[src/rtl/quad_step_decoder.sv]
// Quadrature step decoder: synchronizes and debounces two phase inputs, decodes the
// Gray-code sequence and emits one-cycle enable/up_down commands every DIVIDE quarter-steps.
module quad_step_decoder #(
    parameter int FILTER_CYCLES = 4,
    parameter int DIVIDE        = 4
) (
    input  logic clk,
    input  logic rst,
    input  logic quad_a,
    input  logic quad_b,
    output logic enable,
    output logic up_down,
    output logic err
);

    if (FILTER_CYCLES < 1 || FILTER_CYCLES > 15) begin : g_bad_filter
        $error("FILTER_CYCLES must be in 1..15");
    end
    if (DIVIDE != 1 && DIVIDE != 2 && DIVIDE != 4) begin : g_bad_divide
        $error("DIVIDE must be 1, 2 or 4");
    end

    localparam logic        [3:0] FC    = 4'(FILTER_CYCLES);
    localparam logic signed [3:0] DIV_P = 4'(DIVIDE);
    localparam logic signed [3:0] DIV_N = -DIV_P;

    logic        [1:0] r_s1;
    logic        [1:0] r_s2;
    logic        [1:0] r_sv;
    logic        [3:0] r_stable;
    logic        [1:0] r_filt;
    logic              r_init;
    logic signed [3:0] r_acc;
    logic              r_enable;
    logic              r_up_down;
    logic              r_err;

    logic              w_accept;
    logic              w_fwd;
    logic              w_rev;
    logic signed [3:0] w_acc_inc;
    logic signed [3:0] w_acc_dec;

    always_comb begin
        w_accept  = (r_stable == FC) && (!r_init || (r_s2 != r_filt));
        w_fwd     = 1'b0;
        w_rev     = 1'b0;
        // {previous accepted phase, new phase}; forward order is 00->01->11->10->00
        case ({r_filt, r_s2})
            4'b0001, 4'b0111, 4'b1110, 4'b1000: w_fwd = 1'b1;
            4'b0010, 4'b1011, 4'b1101, 4'b0100: w_rev = 1'b1;
            default: ;
        endcase
        w_acc_inc = r_acc + 4'sd1;
        w_acc_dec = r_acc - 4'sd1;
    end

    always_ff @(posedge clk) begin
        if (rst) begin
            r_s1      <= '0;
            r_s2      <= '0;
            r_sv      <= '0;
            r_stable  <= '0;
            r_filt    <= '0;
            r_init    <= 1'b0;
            r_acc     <= '0;
            r_enable  <= 1'b0;
            r_up_down <= 1'b0;
            r_err     <= 1'b0;
        end else begin
            r_s1 <= {quad_a, quad_b};
            r_s2 <= r_s1;
            r_sv <= {r_sv[0], 1'b1};

            // r_sv marks which sync stages hold real samples, so the cleared
            // post-reset contents of s2 never count as a held phase value.
            if (!r_sv[0]) begin
                r_stable <= '0;
            end else if (!r_sv[1] || (r_s1 != r_s2)) begin
                r_stable <= 4'd1;
            end else if (r_stable != FC) begin
                r_stable <= r_stable + 4'd1;
            end

            r_enable  <= 1'b0;
            r_up_down <= 1'b0;
            r_err     <= 1'b0;

            if (w_accept) begin
                r_filt <= r_s2;
                r_init <= 1'b1;
                if (r_init) begin
                    if (w_fwd) begin
                        if (w_acc_inc == DIV_P) begin
                            r_enable  <= 1'b1;
                            r_up_down <= 1'b1;
                            r_acc     <= '0;
                        end else begin
                            r_acc <= w_acc_inc;
                        end
                    end else if (w_rev) begin
                        if (w_acc_dec == DIV_N) begin
                            r_enable <= 1'b1;
                            r_acc    <= '0;
                        end else begin
                            r_acc <= w_acc_dec;
                        end
                    end else begin
                        r_err <= 1'b1;
                        r_acc <= '0;
                    end
                end
            end
        end
    end

    assign enable  = r_enable;
    assign up_down = r_up_down;
    assign err     = r_err;

endmodule

[config.mk]
export PLATFORM = sky130hd
export DESIGN_NAME = quad_step_decoder
export DESIGN_NICKNAME = d
export VERILOG_FILES = /design/src/rtl/quad_step_decoder.sv
export SDC_FILE = /design/constraint.sdc
export NUM_CORES = 1
export LEC_CHECK = 0
export BUFFER_PORTS_ARGS = -buffer_cell sky130_fd_sc_hd__buf_2
export CAP_MARGIN = 20
export CORE_UTILIZATION = 57
export DETAILED_ROUTE_END_ITERATION = 12
export PLACE_DENSITY = 0.85
export REMOVE_ABC_BUFFERS = 1
export SYNTH_ARGS = -nofsm -noshare
export SYNTH_HDL_FRONTEND = slang
export SYNTH_SLANG_ARGS = --single-unit
[constraint.sdc]
create_clock -name clk -period 2.35 [get_ports clk]
set_input_delay 0.1175 -clock clk [delete_from_list [all_inputs] [get_ports clk]]
set_output_delay 0.1175 -clock clk [all_outputs]
set_load 0.05 [all_outputs]
==> impl_metrics.json <==
{
  "outcome": "completed",
  "io_pins": 7,
  "grt_pass1_vias": 680,
  "r2r_slack_ps": 510,
  "ys_seq_area_share_pct": 39.1,
  "drtIter0Drc": 26,
  "finalWirelength_um": 1890,
  "clock_sinks": 20,
  "layout_common_cells": "dfxtp_1 (20), inv_1 (7), xnor2_1 (7)",
  "cpMostUsedCell": "a32o_1",
  "antenna_left": 0,
  "synth_edf_count": 0,
  "dieHeight_um": 44.4,
  "cts.clk_slew.worst_paths_ps": 120,
  "cts-resized-gates": 0,
  "worstSkewPairLatency_ps": 310,
  "finalHoldViolCount": 0,
  "leakagePower_uw": 0.000398,
  "yosys_warnings": 0,
  "initial_core_util_pct": 64.3,
  "post_synth.cell_area_avg_sq_um": 9.49,
  "drv_slew": 0,
  "tightestPinTransition_ps": 401,
  "cp_cell_sequence": "inv_1 -> ha_1 -> or2b_1 -> a32o_1 -> o2bb2ai_1 -> a32o_1",
  "post-route-util_pct": 70.1,
  "min_period_over_period_pct": 78.5,
  "max-clock-path-buffers": 2,
  "fmax_mhz": 542,
  "nets": 125,
  "crit_start": "r_acc[0]",
  "fp-row-count": 14,
  "rr_startpoint": "r_acc[0]",
  "port-buffer-count": 6,
  "p_per_area_mw_per_mm2": 594,
  "path_max_fanout": 10,
  "syn2layout_area_growth_pct": 9.04,
  "place.gp.congestion": 0.860,
  "die_w_um": 44.4,
  "crit_type": "flip-flop to flip-flop",
  "vdd_drop_max_v": 0.000447,
  "num_antenna_cells": 0,
  "drive_above_1_share_pct": 16.5,
  "hp-start": "quad_a",
  "setup_viol_count_final": 0,
  "post_cts_buffers": 0,
  "vias_per_cell": 5.81,
  "crit_arrival_ps": 2060,
  "first_pass_iters": 4,
  "relSlewSlack_pct": 73.2,
  "final_common_cell": "dfxtp_1",
  "drc": 0,
  "setup_tns_ps": 0,
  "hold_slack_ps": 12.2,
  "cts_tree": "built",
  "crit_path_max_incr_delay_ps": 500,
  "ys_ff_latch": 20,
  "vias": 807,
  "core_sq_mm": 0.00159,
  "synth_cell_type_count": 43,
  "critPathRequiredTime_ps": 2560,
  "antenna_found_initial": 0,
  "rsz0062_at_grt": "false",
  "synthFlopType": "dfxtp_1",
  "dp_hpwl_um": 1320,
  "dieArea_sq_mm": 0.00197,
  "grt.overflow.total": 0,
  "postLayoutCellArea_sq_mm": 0.00112,
  "fin_crit_ps": 1840,
  "async_flop_share_pct": 0,
  "cp_slowest_cell": "dfxtp_1",
  "syn_inst": 108,
  "numCtsBuffers": 3,
  "worstSetupEndpointType": "flip-flop",
  "hold_path_class": "input pin to flip-flop",
  "skew_ps": 5.32,
  "synth_area_sq_mm": 0.00102,
  "maxCapViolCount": 0,
  "hold_buffers": 0,
  "htree_levels": 1,
  "grt_pass1_wl_um": 3040,
  "grt_max_degree": 15,
  "grt_use_total_pct": 21.2,
  "root_buffer": "clkbuf_4",
  "total_power_uw": 664,
  "dpl_cell_area_sq_mm": 0.00106,
  "wl_per_cell_um": 13.6,
  "critPathLaunchType": "flip-flop"
}
## cell type report
type                    count  area (sq um)
multi-input cells          78           578
clock inverters             1          30.0
inverters                   7          26.3
clock buffers               3          22.5
repair buffers              6          30.0
fillers                   126           477
flip-flops and latches     20           400
well taps                  24          30.0
## Yosys cell counts, types with 2 or more instances
cell,instances,area [sq um]
o2bb2ai_1,2,17.5
nor4_1,2,12.5
dfxtp_1,20,400
nand4b_1,2,17.5
nor2b_1,5,31.3
mux2i_1,2,20.0
inv_1,7,26.3
nand2_1,2,7.51
a21oi_1,5,25.0
xnor2_1,7,61.3
a211oi_1,2,15.0
nor3_1,6,30.0
nor2_1,6,22.5
nand3_1,3,15.0
o21ai_0,3,15.0
ha_1,5,62.6
a32o_1,3,30.0
## per-stage QoR
stage,instances,setup slack [ps]
2_1_floorplan,105,683
3_3_place_gp,135,631
3_5_place_dp,135,532
4_1_cts,139,523
5_1_grt,139,443
6_report,139,506
## final timing paths
check	to	depth (start not counted)
max reg2reg	r_acc[3]	6
max	r_acc[3]	6
min reg2reg	r_init	2
min	r_s1[1]	2
## state kept, by name, indices dropped and copies added, names as in the netlist
signal,flops
enable,1
err,1
r_acc,4
r_filt,2
r_init,1
r_s1,2
r_s2,2
r_stable,4
r_sv,2
up_down,1
## metal layers
| metal | wire, um | share of wire (%) | global-route usage (%) |
|---|---|---|---|
| met1 | 959 | 51 | 29.4 |
| met2 | 797 | 42 | 32.6 |
| met3 | 96 | 5.1 | 3.67 |
| met4 | 40 | 2.1 | 9.09 |
| met5 | 0 | 0 | 0 |
## power breakdown
part / total (uW) / internal [uW] / switching, uW
combinational: 30.2 / 13.7 / 16.5
clock: 283 / 173 / 110
sequential: 350 / 345 / 5.46
## worst max-delay path: cells and delay by family, from the launching register on
| family | cells | cell delay (ps) |
|---|---|---|
| buffers and inverters | 1 | 130 |
| DFF | 1 | 500 |
| and+or+nand+nor | 1 | 230 |
| AOI/OAI and AO/OA | 3 | 620 |
| adders and majority gates | 1 | 270 |
## cells by family (layout without fill, tap and decap cells)
kind of cell	count (synthesis)	in the layout	share of synthesized area [%]
AO/OA/AOI/OAI	25	25	18.2
XOR/XNOR	9	9	9.16
adder cells (fa/ha/maj)	5	5	6.11
buffers and inverters	10	17	4.52
flip-flops	20	20	39.1
multiplexers	2	2	1.95
AND/OR/NAND/NOR	37	37	21.0
Power figures use the tool's default switching activity.
